## config.mk

```make
export PLATFORM = sky130hd
export DESIGN_NAME = ifu_decode_stage
export DESIGN_NICKNAME = d
export VERILOG_FILES = /design/src/rtl/ifu_decode_stage.sv
export SDC_FILE = /design/constraint.sdc
export NUM_CORES = 1
export LEC_CHECK = 0
export CAP_MARGIN = 20
export CORE_AREA = 2 2 134 136
export CTS_CLUSTER_SIZE = 40
export DETAILED_ROUTE_END_ITERATION = 10
export DIE_AREA = 0 0 136 138
export PLACE_DENSITY_LB_ADDON = 0.08
export SLEW_MARGIN = 20
export SYNTH_ARGS = -nofsm -noshare
export SYNTH_HDL_FRONTEND = slang
export SYNTH_SLANG_ARGS = --single-unit
```

## constraint.sdc

```tcl
create_clock -name clk -period 11.9 [get_ports clk]
set_input_delay 2.38 -clock clk [delete_from_list [all_inputs] [get_ports clk]]
set_output_delay 2.38 -clock clk [all_outputs]
set_load 0.01 [all_outputs]
```

## src/rtl/ifu_decode_stage.sv

```systemverilog
// Instruction fetch + decode front end: one outstanding fetch at a time, decodes addi,
// stops on ebreak or any unsupported encoding, and presents fields to EX via valid/ready.
module ifu_decode_stage #(
  parameter int              XLEN     = 64,
  parameter logic [XLEN-1:0] RESET_PC = 64'h8000_0000
) (
  input  logic            clk,
  input  logic            rst,
  output logic            imem_req,
  output logic [XLEN-1:0] imem_addr,
  input  logic            imem_ready,
  input  logic            imem_rvalid,
  input  logic [31:0]     imem_rdata,
  output logic            id_valid,
  input  logic            id_ready,
  output logic [4:0]      rd,
  output logic [4:0]      rs1,
  output logic [4:0]      rs2,
  output logic            wen,
  output logic [XLEN-1:0] immI,
  output logic [XLEN-1:0] pc_o,
  output logic            halt,
  output logic            illegal,
  output logic [1:0]      state_dbg_o
);

  // Handshakes: a transfer happens on a rising edge where valid (imem_req / id_valid) and
  // ready (imem_ready / id_ready) are both high; valid never drops before that transfer.
  typedef enum logic [1:0] {S_REQ, S_WAIT, S_OUT, S_HALT} state_t;

  localparam logic [31:0] EBREAK = 32'h0010_0073;

  state_t          state_q, state_d;
  logic [XLEN-1:0] pc_q, pc_d;
  logic [XLEN-1:0] pc_out_q, pc_out_d;
  logic [XLEN-1:0] imm_q, imm_d;
  logic [4:0]      rd_q, rd_d, rs1_q, rs1_d, rs2_q, rs2_d;
  logic            wen_q, wen_d;
  logic            halt_q, halt_d;
  logic            illegal_q, illegal_d;
  logic            is_addi, is_ebreak;

  assign is_addi   = (imem_rdata[6:0] == 7'b0010011) && (imem_rdata[14:12] == 3'b000);
  assign is_ebreak = (imem_rdata == EBREAK);

  always_comb begin
    state_d   = state_q;
    pc_d      = pc_q;
    pc_out_d  = pc_out_q;
    imm_d     = imm_q;
    rd_d      = rd_q;
    rs1_d     = rs1_q;
    rs2_d     = rs2_q;
    wen_d     = wen_q;
    halt_d    = halt_q;
    illegal_d = illegal_q;
    case (state_q)
      S_REQ: begin
        // A response in this state cannot belong to us, so rvalid is not looked at here.
        if (imem_ready) state_d = S_WAIT;
      end
      S_WAIT: begin
        if (imem_rvalid) begin
          rd_d     = imem_rdata[11:7];
          rs1_d    = imem_rdata[19:15];
          rs2_d    = imem_rdata[24:20];
          imm_d    = {{(XLEN-12){imem_rdata[31]}}, imem_rdata[31:20]};
          pc_out_d = pc_q;
          if (is_addi) begin
            wen_d   = (imem_rdata[11:7] != 5'd0);
            state_d = S_OUT;
          end else begin
            wen_d     = 1'b0;
            halt_d    = 1'b1;
            illegal_d = illegal_q | ~is_ebreak;
            state_d   = S_HALT;
          end
        end
      end
      S_OUT: begin
        if (id_ready) begin
          pc_d    = pc_q + {{(XLEN-3){1'b0}}, 3'd4};
          state_d = S_REQ;
        end
      end
      S_HALT: state_d = S_HALT;
      default: state_d = S_HALT;
    endcase
  end

  always_ff @(posedge clk or posedge rst) begin
    if (rst) begin
      state_q   <= S_REQ;
      pc_q      <= RESET_PC;
      pc_out_q  <= '0;
      imm_q     <= '0;
      rd_q      <= '0;
      rs1_q     <= '0;
      rs2_q     <= '0;
      wen_q     <= 1'b0;
      halt_q    <= 1'b0;
      illegal_q <= 1'b0;
    end else begin
      state_q   <= state_d;
      pc_q      <= pc_d;
      pc_out_q  <= pc_out_d;
      imm_q     <= imm_d;
      rd_q      <= rd_d;
      rs1_q     <= rs1_d;
      rs2_q     <= rs2_d;
      wen_q     <= wen_d;
      halt_q    <= halt_d;
      illegal_q <= illegal_d;
    end
  end

  // The request is masked while reset is held so no fetch is offered in the reset cycle.
  assign imem_req    = (state_q == S_REQ) & ~rst;
  assign imem_addr   = pc_q;
  assign id_valid    = (state_q == S_OUT);
  assign wen         = wen_q & id_valid;
  assign rd          = rd_q;
  assign rs1         = rs1_q;
  assign rs2         = rs2_q;
  assign immI        = imm_q;
  assign pc_o        = pc_out_q;
  assign halt        = halt_q;
  assign illegal     = illegal_q;
  assign state_dbg_o = state_q;

endmodule

```

# ---- After elaboration in Yosys (flattened, before gate mapping)
# Cells that the tools add are included.
dict set report op_classes {
  bitwise 6
  reduce_logical 8
  mux 6
  n_eq_ne 8
  n_addsub 1
}
# cell n
set op_table {}
lappend op_table {{adder 64 x 3 -> 64 bit (second input constant)} 1}
lappend op_table {{equality test 32 x 21 -> 1 bit (second input constant)} 1}
lappend op_table {{one-hot mux 2 bit (4 select lines)} 1}
lappend op_table {{equality test 7 x 5 -> 1 bit (second input constant)} 1}
lappend op_table {{2-to-1 mux 2 bit} 3}
lappend op_table {{AND reduction 3 bit} 2}
lappend op_table {{nonzero test 5 bit} 1}
lappend op_table {{equality test 2 bit (second input constant)} 2}
lappend op_table {{!= test 2 bit (second input constant)} 2}
lappend op_table {{AND reduction 2 bit} 2}
lappend op_table {{zero test 3 bit} 1}
lappend op_table {{inverter 1 bit} 3}
lappend op_table {{bitwise AND 1 bit} 2}
lappend op_table {{equality test 2 x 1 -> 1 bit (second input constant)} 1}
lappend op_table {{zero test 2 bit} 1}
lappend op_table {{2-to-1 mux 1 bit} 2}
lappend op_table {{!= test 2 x 1 -> 1 bit (second input constant)} 1}
lappend op_table {{logical AND 1 bit} 1}
lappend op_table {{bitwise OR 1 bit} 1}
dict set report totals {
  register_bits 160
  word_cells 39
  out_inout_bits 214
}

# ---- Depth between registers and ports, before layout
dict set report depth {
  depth_word 5
  depth_mapped 8
  mapped_depth_nobuf 5
}

# ---- Worst setup path after synthesis
# No wires, ideal clock.
dict set report synth_timing {
  kind {input port to output port}
  start {input port rst}
  end {output port imem_req}
  n_path_buf 0
  path_slack_ns 6.881
  stages 1
  arrival_time_ns 2.639
  path_cell_list {nor3_1}
}
dict set report synth_between {
  elab_chain_len 2
}
# item line_no
set synth_rtl {}
lappend synth_rtl {{start: declaration} 8} ;# input logic rst,
lappend synth_rtl {{inverter 1 bit} 118} ;# assign imem_req = (state_q == S_REQ) & ~rst;
lappend synth_rtl {{bitwise AND 1 bit} 118}
lappend synth_rtl {{end: declaration} 9} ;# output logic imem_req,
# Every way passes these cells.

# ---- Worst setup path after layout
# Ends and elaborated chain as after synthesis.

==> metrics.cfg <==
[status]
outcome = finished clean

[clock_tree]
cts_setup_buffers = 0
cts_resized = 0
cts_tree = yes
clockRootBuffer = clkbuf_16
clkLatencyLatePin_ps = 420
clockBufferDepth = 2
htreeDepth = 4
cts_inserted_buffers = 17
hold_buffers = 0
clkTransAtPathRegs_ps = 60
cts_num_sinks = 151

[sta]
tightest_slew_ps = 1100
max_slew_margin_pct = 26.8
finalWorstSetupSlack_ps = 5950
post-route-period-util_pct = 50.0
fmax_mhz = 168
hold_viol = 0
finalSetupViolations = 0
maxSlewViolCount = 0
rsz0062_at_grt = no
timing.final.crit_period_ps = 5950
finalClockSkew_ps = 10.7
setup_tns_ps = 0

[floorplanning]
coreArea_um2 = 17500
io_pins = 251
fp.dieH_um = 138
fp.dieArea_um2 = 18800
start_util_pct = 38.7
die_x_um = 136
rows = 49

[placed_design]
port_buffers = 246
place.gp.congestion = 0.724
dp_hpwl_um = 11600
dp_slack_ps = 5940

[synth]
yosysTopAreaCellShare_pct = 55.3
syn_inst = 550
async_flop_share_pct = 100
synth_area_um2 = 6790
synth_area_per_cell_um2 = 12.3
synth-edff-count = 0
yosysTopAreaCell = dfrtp_1
ys_warn_count = 0
seq_area_frac_synth_pct = 55.7
synthTopCellsByArea = dfrtp_1, mux2_2, buf_4
ys_ff_latch = 151
yosysUniqueCellTypes = 43
synth_ff_type = dfrtp_1

[finish]
final_cell_mix = clkdlybuf4s50_1, dfrtp_1, mux2_2
nets = 780
diodes = 0
drive_gt1_share_pct = 17.1
layout.cells.most_common = clkdlybuf4s50_1
syn2layout_area_growth_pct = 41.5

[power_and_ir_drop]
leakagePower_nw = 4.29
peakVddDrop_uv = 163
power_density_nw_per_um2 = 173
power_mw = 1.66

[worst_setup_path]
reg2reg_from = state_dbg_o[0]
crit_arrival_ps = 3570
critPathLaunchType = primary input
cp-startpoint = rst
crit_slowest_cell = clkdlybuf4s50_1
path_cells = clkdlybuf4s50_1 -> nor3_1 -> clkdlybuf4s50_1
crit_type = in -> out
cp_max_fo = 2
crit_required_ps = 9520
crit_top_cell = clkdlybuf4s50_1
cp-end-kind = output pin
slowest_delay_ps = 550

[global_routing]
grt_overflow_total = 0
grt_first_pass_wirelength_um = 26100
grt_start_max_net_pins = 88
antenna_found_initial = 0
first_global_vias = 4838
grt_usage_pct = 17.8

[drt]
firstDrtPassIters = 4
wl_per_cell_um = 16.7
vias_per_cell = 4.83
ant_nets = 0
drc = 0
totalWireLength_um = 16400
via_count = 4750
drt_iter0_drc = 165

[min_path]
min_path_type = reg -> reg
worstHoldStart = halt

[job]
maxCapViolCount = 0

[where the power goes]
group          switching [mW]  internal (mW)  leakage [nW]
registers              0.0639          0.578          1.98
logic                   0.189          0.324          2.04
clock network           0.219          0.289         0.265
[metrics by stage]
| stage | util, % | instance area (µm²) | hold slack [ps] | instances |
|---|---|---|---|---|
| floorplan | - | 6800 | 440 | 553 |
| global placement | 51.6 | 9040 | 452 | 952 |
| detailed placement | 51.6 | 9040 | 463 | 952 |
| CTS | 54.7 | 9600 | 476 | 983 |
| global route | 54.8 | 9600 | 503 | 983 |
| finish | 54.8 | 9600 | 470 | 983 |
[worst max-delay path, delay by kind of cell]
family	cells	cell delay [ps]
buffers and inverters	2	1030
AND/OR/NAND/NOR	1	150
[worst paths after layout]
kind                            slack (ps)             to  cells past startpoint
worst max-delay path                  5950       imem_req                      3
worst min-delay path                   470           halt                      1
min in group asynchronous             2430        pc_o[4]                      2
worst min register to register         470           halt                      1
max in group asynchronous             8260   imem_addr[3]                      3
worst max register to register        9070  imem_addr[50]                      5
[routing by layer]
layer | routed length [µm] | global-route usage [%]
met5 | 0 | 0
met4 | 230 | 5.37
met3 | 1250 | 5.79
met2 | 8190 | 30.5
met1 | 6720 | 21.1
[flip-flops by register name (all words and copies together), names as in the netlist]
signal and flops:
imem_addr 62, pc_o 62, immI 12, rd 5, rs1 5, state_dbg_o 2
halt 1, illegal 1, wen_q 1
[synth_stat cells, types with 2 or more instances]
cell,n
clkbuf_1,10
or4_1,2
nand3_1,18
dfrtp_1,150
nor3_1,18
nor2_1,28
and2_1,2
inv_1,12
xnor2_1,26
or3_1,2
nand4_4,4
nand2_2,2
xor2_1,35
nor4_2,6
o21ai_0,11
buf_2,4
nor4_1,6
nor4b_2,3
mux2_2,76
nand4_1,12
and4_1,2
or2_1,2
buf_4,62
and3_1,3
nand2_1,35
nand2b_1,2
[logic make-up (layout without fill, tap and decap cells)]
logic type / count (synthesis) / after routing / share of synthesized area [%]
buf+inv: 90 / 291 / 8.59
mux: 76 / 76 / 12.6
simple gates: 154 / 154 / 13.6
xor+xnor: 61 / 61 / 7.87
flops: 151 / 151 / 55.7
fa+ha+maj: 1 / 1 / 0.184
other cells: 1 / 4 / 0.0552
compound gates: 16 / 16 / 1.38
[layout make-up]
| cell class | count | area (µm²) |
|---|---|---|
| Inverter | 12 | 50.0 |
| Clock buffer | 18 | 429 |
| Fill cell | 1522 | 7930 |
| Clock inverter | 13 | 126 |
| Multi-Input combinational cell | 312 | 2450 |
| Timing Repair Buffer | 248 | 2480 |
| Tap cell | 229 | 287 |
| Sequential cell | 151 | 3780 |
No activity file was read; power rests on OpenSTA's default activity.
